==> src/rtl/muldiv_unit.sv <==
// Iterative MIPS multiply/divide unit holding HI/LO.
// MULT/MULTU/DIV/DIVU take WIDTH+1 busy cycles; MTHI/MTLO write in one cycle.
module muldiv_unit #(
  parameter int WIDTH = 32
) (
  input  logic             clk,
  input  logic             rst,
  input  logic             start,
  input  logic [2:0]       op,
  input  logic [WIDTH-1:0] rs_data,
  input  logic [WIDTH-1:0] rt_data,
  output logic             busy,
  output logic             done,
  output logic [WIDTH-1:0] hi,
  output logic [WIDTH-1:0] lo
);

  typedef enum logic [1:0] {
    S_IDLE,
    S_RUN,
    S_FIX
  } state_e;

  localparam int CW = $clog2(WIDTH + 1);

  state_e           state_q, state_d;
  logic [CW-1:0]    cnt_q, cnt_d;
  logic             done_q, done_d;
  logic [WIDTH-1:0] hi_q, hi_d;
  logic [WIDTH-1:0] lo_q, lo_d;

  // Datapath: acc_hi/acc_lo hold product halves or remainder/quotient.
  logic             is_div_q, is_div_d;
  logic             neg_a_q, neg_a_d;
  logic             neg_b_q, neg_b_d;
  logic [WIDTH-1:0] mcand_q, mcand_d;
  logic [WIDTH-1:0] acc_hi_q, acc_hi_d;
  logic [WIDTH-1:0] acc_lo_q, acc_lo_d;
  logic [WIDTH-1:0] src_q, src_d;

  logic             in_neg_a, in_neg_b;
  logic [WIDTH:0]   mul_sum;
  logic [WIDTH:0]   div_shift;
  logic             div_ge;
  logic [2*WIDTH-1:0] prod_mag, prod_fix;
  logic [WIDTH-1:0] quo_fix, rem_fix;

  assign in_neg_a  = ~op[0] & rs_data[WIDTH-1];
  assign in_neg_b  = ~op[0] & rt_data[WIDTH-1];

  assign mul_sum   = {1'b0, acc_hi_q} + (acc_lo_q[0] ? {1'b0, mcand_q} : '0);
  assign div_shift = {acc_hi_q, acc_lo_q[WIDTH-1]};
  assign div_ge    = div_shift >= {1'b0, mcand_q};

  assign prod_mag  = {acc_hi_q, acc_lo_q};
  assign prod_fix  = (neg_a_q ^ neg_b_q) ? -prod_mag : prod_mag;
  assign quo_fix   = (neg_a_q ^ neg_b_q) ? -acc_lo_q : acc_lo_q;
  assign rem_fix   = neg_a_q ? -acc_hi_q : acc_hi_q;

  // NOTE: every combinational output gets a default first so no path can infer a latch.
  always_comb begin
    state_d  = state_q;
    cnt_d    = cnt_q;
    done_d   = 1'b0;
    hi_d     = hi_q;
    lo_d     = lo_q;
    is_div_d = is_div_q;
    neg_a_d  = neg_a_q;
    neg_b_d  = neg_b_q;
    mcand_d  = mcand_q;
    acc_hi_d = acc_hi_q;
    acc_lo_d = acc_lo_q;
    src_d    = src_q;

    unique case (state_q)
      S_IDLE: begin
        if (start) begin
          case (op)
            3'b000, 3'b001, 3'b010, 3'b011: begin
              is_div_d = op[1];
              neg_a_d  = in_neg_a;
              neg_b_d  = in_neg_b;
              acc_lo_d = in_neg_a ? -rs_data : rs_data;
              mcand_d  = in_neg_b ? -rt_data : rt_data;
              acc_hi_d = '0;
              src_d    = rs_data;
              cnt_d    = '0;
              state_d  = S_RUN;
            end
            3'b100:  hi_d = rs_data;
            3'b101:  lo_d = rs_data;
            default: ;
          endcase
        end
      end

      S_RUN: begin
        cnt_d = cnt_q + 1'b1;
        if (is_div_q) begin
          acc_hi_d = div_ge ? WIDTH'(div_shift - {1'b0, mcand_q}) : div_shift[WIDTH-1:0];
          acc_lo_d = {acc_lo_q[WIDTH-2:0], div_ge};
        end else begin
          acc_hi_d = mul_sum[WIDTH:1];
          acc_lo_d = {mul_sum[0], acc_lo_q[WIDTH-1:1]};
        end
        if (cnt_q == CW'(WIDTH - 1)) state_d = S_FIX;
      end

      S_FIX: begin
        // Divide by zero bypasses sign fix-up: HI is the raw dividend, LO all ones.
        if (is_div_q && (mcand_q == '0)) begin
          hi_d = src_q;
          lo_d = '1;
        end else if (is_div_q) begin
          hi_d = rem_fix;
          lo_d = quo_fix;
        end else begin
          hi_d = prod_fix[2*WIDTH-1:WIDTH];
          lo_d = prod_fix[WIDTH-1:0];
        end
        done_d  = 1'b1;
        state_d = S_IDLE;
      end

      default: state_d = S_IDLE;
    endcase
  end

  // NOTE: sequential state uses non-blocking assignments so all registers update together.
  always_ff @(posedge clk) begin
    if (rst) begin
      state_q <= S_IDLE;
      cnt_q   <= '0;
      done_q  <= 1'b0;
      hi_q    <= '0;
      lo_q    <= '0;
    end else begin
      state_q <= state_d;
      cnt_q   <= cnt_d;
      done_q  <= done_d;
      hi_q    <= hi_d;
      lo_q    <= lo_d;
    end
  end

  // NOTE: operand/accumulator registers need no reset; they are always loaded before use.
  always_ff @(posedge clk) begin
    is_div_q <= is_div_d;
    neg_a_q  <= neg_a_d;
    neg_b_q  <= neg_b_d;
    mcand_q  <= mcand_d;
    acc_hi_q <= acc_hi_d;
    acc_lo_q <= acc_lo_d;
    src_q    <= src_d;
  end

  assign busy = (state_q != S_IDLE);
  assign done = done_q;
  assign hi   = hi_q;
  assign lo   = lo_q;

endmodule
==> config.mk <==
export PLATFORM = sky130hd
export DESIGN_NAME = muldiv_unit
export DESIGN_NICKNAME = d
export VERILOG_FILES = /design/src/rtl/muldiv_unit.sv
export SDC_FILE = /design/constraint.sdc
export NUM_CORES = 1
export LEC_CHECK = 0
export ABC_AREA = 1
export BUFFER_PORTS_ARGS = -buffer_cell sky130_fd_sc_hd__clkbuf_2
export CAP_MARGIN = 20
export CORE_MARGIN = 10
export CORE_UTILIZATION = 30
export CTS_CLUSTER_DIAMETER = 150
export DETAILED_ROUTE_END_ITERATION = 8
export PLACE_DENSITY_LB_ADDON = 0.05
export SYNTH_ARGS = -nofsm -noshare
export SYNTH_HDL_FRONTEND = slang
export SYNTH_SLANG_ARGS = --single-unit
==> constraint.sdc <==
create_clock -name clk -period 8.2 [get_ports clk]
set_clock_uncertainty 0.15 [all_clocks]
set_input_delay 1.64 -clock clk [delete_from_list [all_inputs] [get_ports clk]]
set_output_delay 1.64 -clock clk [all_outputs]
set_load 0.02 [all_outputs]
-- Yosys cells after proc, flatten, opt, wreduce, memory -nomap -nowiden
Cells that the tools add are included.
- register bits after elaboration: 204
- bits of input ports: 70
- output and inout bits: 66
- word-level logic and storage cells: 84
- $add $sub $neg: 8
- magnitude comparators: 1
- equal/unequal tests: 13
- muxes and demuxes: 33
- bitwise operators: 4
- reductions and logical operators: 13
- operator list (operator ; count):
    two-way mux 32 bit ; 20
    case mux 32 bit (2 select lines) ; 4
    negator 32 bit ; 4
    two-way mux 64 bit ; 1
    negator 64 bit ; 1
    adder 32 x 32 -> 33 bit ; 1
    greater-or-equal comparator 33 x 32 -> 1 bit ; 1
    zero test 32 bit ; 1
    subtractor 32 bit ; 1
    AND reduction 3 bit ; 5
    two-way mux 6 bit ; 2
    case mux 6 bit (2 select lines) ; 1
    adder 6 x 1 -> 6 bit, second input constant ; 1
    == test 3 x 2 -> 1 bit, second input constant ; 2
    == test 3 bit, second input constant ; 2
    == test 6 x 5 -> 1 bit, second input constant ; 1
    two-way mux 2 bit ; 3
    inequality test 2 x 1 -> 1 bit, second input constant ; 3
    nonzero test 2 bit ; 3
    inequality test 2 bit, second input constant ; 2
    case mux 2 bit (2 select lines) ; 1
    OR reduction 4 bit ; 1
    == test 3 x 1 -> 1 bit, second input constant ; 1
    zero test 3 bit ; 1
    8 further kinds ; 9

-- Depth between registers and ports, before layout
Gate-level depths: netlist of the first run.
- word-level depth: 6
- mapped depth: 19
- mapped depth without buffers: 17

-- Worst setup path after synthesis of the first run
Ideal clock, no wire load.
- kind: input -> register
- start: input op[2]
- end: register is_div_q, enable pin
- setup time: 0.492 ns
- arrival time: 4.607 ns
- data required time: 7.558 ns
- slack: 2.951 ns
- stages: 3
- buffers on the path: 0
- path through: inv_1 nand3_1 nor2_1
- longest elaborated chain between the ends: 3
- elaborated cells between the ends (all ways): 6
- those cells by class: eq/ne (3); reduce/logical (3)
- RTL lines (item ; line ; text):
    start, declared ; 9 ; input logic [2:0] op,
    == test 3 x 1 -> 1 bit, or another cell as far along ; 78 ; case (op)
    OR reduction 4 bit * ; 78 ;
    AND reduction 3 bit (no line) * ; - ;
    end signal, assigned ; 148 ; is_div_q <= is_div_d;
    end, declared ; 33 ; logic is_div_q, is_div_d;
Mark *: on every way between the ends. The rest lies on a longest branch, timed or not.
A chain may end at the register's enable or synchronous reset.

-- Final worst setup path of the first run
- start: register acc_hi_q[25]
- end: register acc_hi_q[24], data pin
- longest elaborated chain between the ends: 4
- elaborated cells between the ends (all ways): 5
- those cells by class: add/sub (1); order compare (1); mux (3)
- RTL lines (item ; line ; text):
    start, declared ; 37 ; logic [WIDTH-1:0] acc_hi_q, acc_hi_d;
    start signal, assigned ; 152 ; acc_hi_q <= acc_hi_d;
    greater-or-equal comparator 33 x 32 -> 1 bit ; 53 ; assign div_ge = div_shift >= {1'b0, mcand_q};
    two-way mux 32 bit ; 100 ; acc_hi_d = div_ge ? WIDTH'(div_shift - {1'b0, mcand_q}) : div_shift[WIDTH-1:0];
    two-way mux 32 bit * ; 99 ; if (is_div_q) begin
    case mux 32 bit (2 select lines) * ; 75 ; unique case (state_q)
Marked as above.

==> results.sh, run 1 <==
export IMPL_netlist_cell_type_count=51
export IMPL_layout_min_cycle_time_ns=3.74
export IMPL_cts_sinks=204
export IMPL_register_area_um2=5400
export IMPL_num_fill_cells=6594
export IMPL_start_util_pct=30.4
export IMPL_post_cts_repair_setup_buffers=0
export IMPL_syn_area_per_cell_um2=6.28
export IMPL_ys_ff_latch=204
export IMPL_synth_flop_cell="edfxtp_1"
export IMPL_grt_pass1_wl_um=125000
export IMPL_cp_slowest_stage_delay_ns=0.78
export IMPL_grt_total_usage_pct=23.6
export IMPL_crit_type="reg -> reg"
export IMPL_crit_chain="ha_1 -> inv_2 -> o21ai_0 -> a21oi_1 -> o21ai_2 -> nor2_2 -> buf_4 -> nand2_4 -> nand3_1 -> nand3_1 -> nand2_1 -> inv_1"
export IMPL_finish_instance_area_um2=20300
export IMPL_tightest_slew_ns=0.965
export IMPL_clockBufferDepth=3
export IMPL_cts_root_buf="clkbuf_16"
export IMPL_min_period_over_period_pct=45.6
export IMPL_fmax_mhz=267
export IMPL_layout_commonest_cell="nand2_1"
export IMPL_slew_headroom_pct=35.0
export IMPL_io_buffer_count=135
export IMPL_hold_violations=0
export IMPL_mappedNetlistNets=2997
export IMPL_final_cell_mix="nand2_1 (690), nor2_1 (393), inv_1 (352)"
export IMPL_powerDensity_nw_per_um2=169
export IMPL_r2r_slack_ns=4.46
export IMPL_tns_ns=0
export IMPL_nets=3086
export IMPL_die_y_um=265
export IMPL_rsz0062_at_grt="false"
export IMPL_htreeDepth=1
export IMPL_dpl_hpwl_um=68500
export IMPL_drt_iter0_drc=2034
export IMPL_holdBufCountCts=0
export IMPL_yosysWarnings=0
export IMPL_worstPathMaxFanout=33
export IMPL_power_total_uw=3440
export IMPL_synth_edf_count=131
export IMPL_critical_path_required_ns=8.36
export IMPL_rows=89
export IMPL_drc=0
export IMPL_grt_max_degree=80
export IMPL_report_final_slew_viol_count=0
export IMPL_grt_pass1_vias=18924
export IMPL_dieWidth_um=265
export IMPL_async_flop_share_pct=0
export IMPL_cts_made_buffers=27
export IMPL_cp_end_kind="flop"
export IMPL_min_path_type="reg -> reg"
export IMPL_antenna_cells=0
export IMPL_cts_tree="built"
export IMPL_critical_path_most_common_cell="nand3_1"
export IMPL_post_cts_resized=0
export IMPL_io_pins=136
export IMPL_core_um2=59100
export IMPL_overflow=0
export IMPL_maxCapViolCount=0
export IMPL_ir_drop_mv=0.131
export IMPL_netlist_instances=2856
export IMPL_first_pass_iters=6
export IMPL_ant_nets=0
export IMPL_gp_congestion=0.966
export IMPL_fp_dieArea_um2=70000
export IMPL_arrival_ns=3.90
export IMPL_multi_input_area_um2=10800
export IMPL_outcome="complete, no violations"
export IMPL_drive_gt1_share_pct=8.84
export IMPL_clk_pin_slew_worst_paths_ns=0.06
export IMPL_p_leak_uw=0.00966
export IMPL_insertion_delay_ns=0.57
export IMPL_start_kind="flop"
export IMPL_viasPerCell=5.32
export IMPL_wl_um=86000
export IMPL_dpl_cell_area_um2=19400
export IMPL_num_vias=19899
export IMPL_grt_antenna_before_repair=0
export IMPL_setup_viol=0
export IMPL_ys_seq_area_share_pct=30.1
export IMPL_syn_to_final_growth_pct=13.1
export IMPL_wl_per_cell_um=23.0
export IMPL_cpMaxStageDelayCell="edfxtp_1"
export IMPL_synth_area_um2=17900
-- report_power, final --
part / leakage [uW] / switching, uW / internal (uW)
clock: 0.000454 / 487 / 735
sequential: 0.00185 / 99.2 / 1170
combinational: 0.00736 / 670 / 274
total: 0.00966 / 1260 / 2180
-- worst max-delay path: cells and delay by family (launching register included) --
family	cells	cell delay, ns
and+or+nand+nor	5	0.93
DFF	1	0.78
buffers and inverters	3	0.56
adders and majority gates	1	0.44
AOI/OAI and AO/OA	3	0.58
-- cell usage after synthesis (8+ instances only) --
master	n	area share, %
a21oi_1	232	6.5
inv_1	353	7.4
o21ai_0	245	6.8
nand4_1	61	2.1
buf_2	19	0.53
nand3b_1	19	0.79
nor4_1	8	0.28
nor2_2	16	0.56
nand3_1	249	6.9
nand2_1	691	14
xnor2_1	10	0.49
clkbuf_1	63	1.3
ha_1	69	4.8
dfxtp_1	73	8.1
edfxtp_1	131	22
buf_1	10	0.21
inv_2	13	0.27
nor3_1	43	1.2
o21ai_1	18	0.50
xor2_1	47	2.3
o21bai_1	8	0.33
nor2_1	395	8.3
-- final timing paths --
| check | from | end | cells past startpoint |
|---|---|---|---|
| max reg2reg | acc_hi_q[25] | acc_hi_q[24] | 12 |
| min | cnt_q[1] | cnt_q[1] | 2 |
| max | acc_hi_q[25] | acc_hi_q[24] | 12 |
| min reg2reg | cnt_q[1] | cnt_q[1] | 2 |
-- cells by family after synthesis --
group	Yosys count	share of synthesized area [%]
buffers and inverters	466	10.1
flip-flops	204	30.1
AO/OA/AOI/OAI	548	16.1
adder cells (fa/ha/maj)	71	5.03
AND/OR/NAND/NOR	1510	35.9
XOR/XNOR	57	2.78
-- through the flow --
stage / util [%] / hold slack [ns] / instances / setup slack [ns]
after global placement: 32.7 / 0.325 / 3688 / 4.22
after CTS: 34.3 / 0.339 / 3738 / 4.52
after global routing: 34.3 / 0.359 / 3738 / 4.32
after detailed placement: 32.8 / 0.330 / 3689 / 4.23
final: 34.3 / 0.342 / 3738 / 4.46
after floorplan: - / 0.302 / 2856 / 2.95
-- layer usage --
| metal | vias to the layer above | track usage, % | share of wire, % |
|---|---|---|---|
| li1 | 9616 | - | - |
| met1 | 9451 | 34.7 | 48 |
| met2 | 741 | 36.7 | 44 |
| met3 | 91 | 2.50 | 6.6 |
| met4 | 0 | 4.63 | 2.0 |
| met5 | - | 0 | 0 |
-- sequential cells by signal (all words and copies together), names as in the netlist --
signal    count
acc_hi_q     32
acc_lo_q     32
cnt_q         6
done          1
hi           32
is_div_q      1
lo           32
mcand_q      32
neg_a_q       1
neg_b_q       1
src_q        32
state_q       2
-- cell type report --
| class | instances | area share, % |
|---|---|---|
| clock buffer | 44 | 4.36 |
| clock inverter | 5 | 0.166 |
| inverter | 367 | 6.79 |
| multi-input combinational | 2186 | 53.0 |
| sequential | 204 | 26.6 |
| tap | 773 | 4.77 |
| timing repair buffer | 159 | 4.32 |
Note: power is estimated with default switching activity, not from simulation.
==> run 2, diff against run 1 <==
Clock period 8.2 ns to 3.65 ns, I/O delays scaled along.
==> results.sh, run 2 (synthesis results as in run 1) <==
export IMPL_outcome="complete, no violations"
export IMPL_dieWidth_um=265
export IMPL_viasPerCell=5.30
export IMPL_hold_violations=0
export IMPL_fp_dieArea_um2=70000
export IMPL_cts_made_buffers=28
export IMPL_io_pins=136
export IMPL_drt_iter0_drc=1870
export IMPL_clk_pin_slew_worst_paths_ns=0.07
export IMPL_ant_nets=0
export IMPL_die_y_um=265
export IMPL_arrival_ns=3.74
export IMPL_report_final_slew_viol_count=0
export IMPL_wl_um=88500
export IMPL_internal_power_uw=4930
export IMPL_p_seq_share_pct=35.2
export IMPL_grt_max_degree=79
export IMPL_insertion_delay_ns=0.60
export IMPL_fin_hold_ws_ns=0.184
export IMPL_fmax_mhz=282
export IMPL_min_period_over_period_pct=97.1
export IMPL_first_pass_iters=6
export IMPL_switchingPower_uw=2970
export IMPL_fin_util_pct=35.0
export IMPL_cts_tree="built"
export IMPL_critical_path_required_ns=3.84
export IMPL_drc=0
export IMPL_num_vias=20106
export IMPL_grt_pass1_vias=18849
export IMPL_rows=89
export IMPL_p_leak_uw=0.00990
export IMPL_core_um2=59100
export IMPL_overflow=0
export IMPL_power_frac_comb_pct=28.5
export IMPL_final_cell_mix="nand2_1 (690), nor2_1 (393), inv_1 (352)"
export IMPL_cts_root_buf="clkbuf_16"
export IMPL_grt_antenna_before_repair=2
export IMPL_min_path_type="in -> reg"
export IMPL_grt_pass1_wl_um=129000
export IMPL_setup_viol=0
export IMPL_holdBufCountCts=0
export IMPL_cp_end_kind="flop"
export IMPL_rsz0062_at_grt="false"
export IMPL_grt_total_usage_pct=24.2
export IMPL_slew_headroom_pct=38.1
export IMPL_start_util_pct=30.4
export IMPL_wl_per_cell_um=23.4
export IMPL_htreeDepth=1
export IMPL_layout_min_cycle_time_ns=3.54
export IMPL_powerDensity_nw_per_um2=382
export IMPL_worstPathMaxFanout=6
export IMPL_antenna_cells=0
export IMPL_start_kind="flop"
export IMPL_clkPwrFrac_pct=36.3
export IMPL_io_buffer_count=135
export IMPL_crit_type="reg -> reg"
export IMPL_cts_sinks=204
export IMPL_switching_share_pct=37.6
export IMPL_nets=3137
export IMPL_clockBufferDepth=3
export IMPL_gp_congestion=0.951
export IMPL_ir_drop_mv=0.303
export IMPL_maxCapViolCount=0
export IMPL_drive_gt1_share_pct=10.4
export IMPL_dpl_hpwl_um=70600
export IMPL_tns_ns=0
export IMPL_syn_to_final_growth_pct=15.3
export IMPL_layout_commonest_cell="nand2_1"
export IMPL_tightest_slew_ns=0.928
==> run 2: layout make-up <==
type / count / area, um2
Inverter: 367 / 1380
Timing Repair Buffer: 209 / 1260
Tap cell: 773 / 967
Sequential cell: 204 / 5400
Multi-Input combinational cell: 2186 / 10800
Clock buffer: 32 / 716
Clock inverter: 20 / 204
Fill cell: 6595 / 38400
==> run 2: final timing paths <==
check / startpoint / end / slack (ns) / cells after the start
max: acc_lo_q[31] / acc_hi_q[28] / 0.11 / 15
min: rs_data[3] / src_q[3] / 0.18 / 1
max reg2reg: acc_lo_q[31] / acc_hi_q[28] / 0.11 / 15
min reg2reg: cnt_q[1] / cnt_q[1] / 0.34 / 2
==> run 2: through the flow <==
stage          cells  area (um2)  total power [uW]  setup slack (ns)
2_1_floorplan   2856       17900              4150             0.282
3_3_place_gp    3736       19700              5070            0.0775
3_5_place_dp    3737       19700              5040             0.135
4_1_cts         3789       20700              7940             0.112
5_1_grt         3791       20700              8280           0.00660
6_report        3791       20700              7900             0.105
==> run 2: power groups by stage <==
stage / Clock (uW) / Combinational [uW] / Sequential [uW]
detailed placement: 0 / 2210 / 2830
global placement: 0 / 2240 / 2830
global route: 3000 / 2480 / 2790
floorplan: 0 / 1350 / 2800
finish: 2870 / 2250 / 2780
CTS: 2930 / 2230 / 2780
==> run 2: repair_timing <==
action | 4_1_cts | 5_1_grt
gates resized for setup | 0 | 1
buffers inserted | 0 | 2
endpoints found under the setup margin | 0 | 3
==> run 2: metal layers <==
metal  vias to the layer above  GRT usage [%]  wire (um)
met5                         -              0         13
met4                         2           6.18       2400
met3                       105           5.27       6850
met2                       721           34.5      36100
met1                      9528           35.9      43100
li1                       9750              -          -
==> run 2: critical path, stage by stage (launching register included) <==
cell and delay, ns:
edfxtp_1 0.54, inv_1 0.24, ha_1 0.27, fa_1 0.53
o21ai_4 0.31, nand2_1 0.08, nand2_1 0.29, nand2_1 0.08
nand2_1 0.17, nand2_1 0.17, nand3_1 0.12, nand2_1 0.09
nand3_1 0.08, nand3_1 0.07, nand2_1 0.06, inv_1 0.04
==> run 3, diff against run 2 <==
Settings changed: RECOVER_POWER set to 25.
==> results.sh, run 3 (synthesis results as in run 1) <==
export IMPL_switching_share_pct=37.7
export IMPL_power_total_uw=7900
export IMPL_cp_end_kind="flop"
export IMPL_ir_drop_mv=0.303
export IMPL_io_pins=136
export IMPL_nets=3137
export IMPL_start_kind="flop"
export IMPL_cts_tree="built"
export IMPL_die_y_um=265
export IMPL_first_pass_iters=6
export IMPL_fp_dieArea_um2=70000
export IMPL_p_seq_share_pct=35.3
export IMPL_dpl_hpwl_um=70600
export IMPL_grt_pass1_vias=18849
export IMPL_slew_headroom_pct=-45.2
export IMPL_num_vias=20123
export IMPL_clk_pin_slew_worst_paths_ns=0.06
export IMPL_powerDensity_nw_per_um2=383
export IMPL_switchingPower_uw=2980
export IMPL_dieWidth_um=265
export IMPL_num_fill_cells=6620
export IMPL_grt_pass1_wl_um=129000
export IMPL_r2r_slack_ns=0.14
export IMPL_tightest_slew_ns=2.18
export IMPL_violations="max-capacitance violations, max-slew violations"
export IMPL_fmax_mhz=285
export IMPL_wl_um=88600
export IMPL_htreeDepth=1
export IMPL_arrival_ns=3.71
export IMPL_cts_made_buffers=28
export IMPL_clockBufferDepth=3
export IMPL_start_util_pct=30.4
export IMPL_io_buffer_count=135
export IMPL_cts_root_buf="clkbuf_16"
export IMPL_insertion_delay_ns=0.59
export IMPL_antenna_cells=0
export IMPL_rows=89
export IMPL_grt_antenna_before_repair=2
export IMPL_cts_sinks=204
export IMPL_layout_commonest_cell="nand2_1"
export IMPL_gp_congestion=0.951
export IMPL_final_cell_mix="nand2_1 (691), nor2_1 (393), inv_1 (354)"
export IMPL_hold_violations=0
export IMPL_grt_max_degree=79
export IMPL_clkPwrFrac_pct=36.4
export IMPL_drt_iter0_drc=1996
export IMPL_outcome="finished with violations"
export IMPL_rsz0062_at_grt="false"
export IMPL_overflow=0
export IMPL_internal_power_uw=4920
export IMPL_setup_viol=0
export IMPL_drive_gt1_share_pct=9.08
export IMPL_wl_per_cell_um=23.4
export IMPL_power_frac_comb_pct=28.4
export IMPL_core_um2=59100
export IMPL_grt_total_usage_pct=24.2
export IMPL_drc=0
export IMPL_p_leak_uw=0.00979
export IMPL_ff2ff_path_depth=15
export IMPL_crit_type="reg -> reg"
export IMPL_min_path_cells=1
export IMPL_viasPerCell=5.31
export IMPL_layout_min_cycle_time_ns=3.51
export IMPL_holdBufCountCts=0
export IMPL_min_path_type="in -> reg"
export IMPL_syn_to_final_growth_pct=14.9
export IMPL_worstPathMaxFanout=6
export IMPL_report_final_slew_viol_count=90
export IMPL_maxCapViolCount=2
export IMPL_min_period_over_period_pct=96.2
export IMPL_tns_ns=0
export IMPL_ant_nets=0
export IMPL_critical_path_required_ns=3.84
run 3: through the flow:
stage | hold slack [ns] | util [%] | area [um2] | worst slack [ns] | cells
3_3_place_gp | 0.323 | 33.3 | 19700 | 0.0775 | 3736
4_1_cts | 0.149 | 34.9 | 20700 | 0.112 | 3789
6_report | 0.188 | 34.9 | 20600 | 0.137 | 3791
5_1_grt | 0.167 | 34.9 | 20600 | 0.00660 | 3791
3_5_place_dp | 0.331 | 33.4 | 19700 | 0.135 | 3737
2_1_floorplan | 0.302 | - | 17900 | 0.282 | 2856
run 3: path summary, 6_finish.rpt:
| kind | start | to |
|---|---|---|
| setup reg to reg | acc_lo_q[31] | acc_hi_q[26] |
| hold reg to reg | cnt_q[1] | cnt_q[1] |
| setup / recovery | acc_lo_q[31] | acc_hi_q[26] |
| hold / removal | rs_data[6] | src_q[6] |
run 3: layout make-up:
type | instances | area (um2) | area share, %
clock buffers | 32 | 716 | 3.47
clock inverters | 20 | 204 | 0.989
inverters | 367 | 1380 | 6.69
multi-input cells | 2186 | 10800 | 52.2
flip-flops and latches | 204 | 5400 | 26.2
well taps | 773 | 967 | 4.69
repair buffers | 209 | 1190 | 5.79
run 3: worst max-delay path: stages, from the launching register on:
cell      delay (ns)
edfxtp_1        0.55
inv_1           0.24
ha_1            0.28
fa_1            0.53
o21ai_4         0.30
nand2_1         0.08
nand2_1         0.17
nand2_1         0.07
nand2_1         0.12
nand2_1         0.20
nand3_1         0.15
nand2_1         0.11
nand3_1         0.14
nand3_1         0.08
nand2_1         0.06
inv_1           0.04
run 3: repair_timing:
action	CTS	global route
resized for setup	0	1
buffers inserted	0	2
setup endpoints to repair	0	3
run 3: power groups by stage:
stage / Sequential, uW / Combinational [uW] / Clock, uW
4_1_cts: 2780 / 2230 / 2930
2_1_floorplan: 2800 / 1350 / 0
5_1_grt: 2800 / 2470 / 3000
6_report: 2790 / 2240 / 2870
3_5_place_dp: 2830 / 2210 / 0
3_3_place_gp: 2830 / 2240 / 0
run 3: per-layer routing:
metal	vias to the layer above	share of wire [%]	routed length, um	GRT usage (%)
met3	101	8.1	7190	5.27
met1	9516	48	42900	35.9
met2	754	41	36000	34.5
li1	9750	-	-	-
met4	2	2.8	2460	6.18
met5	-	0.015	13	0
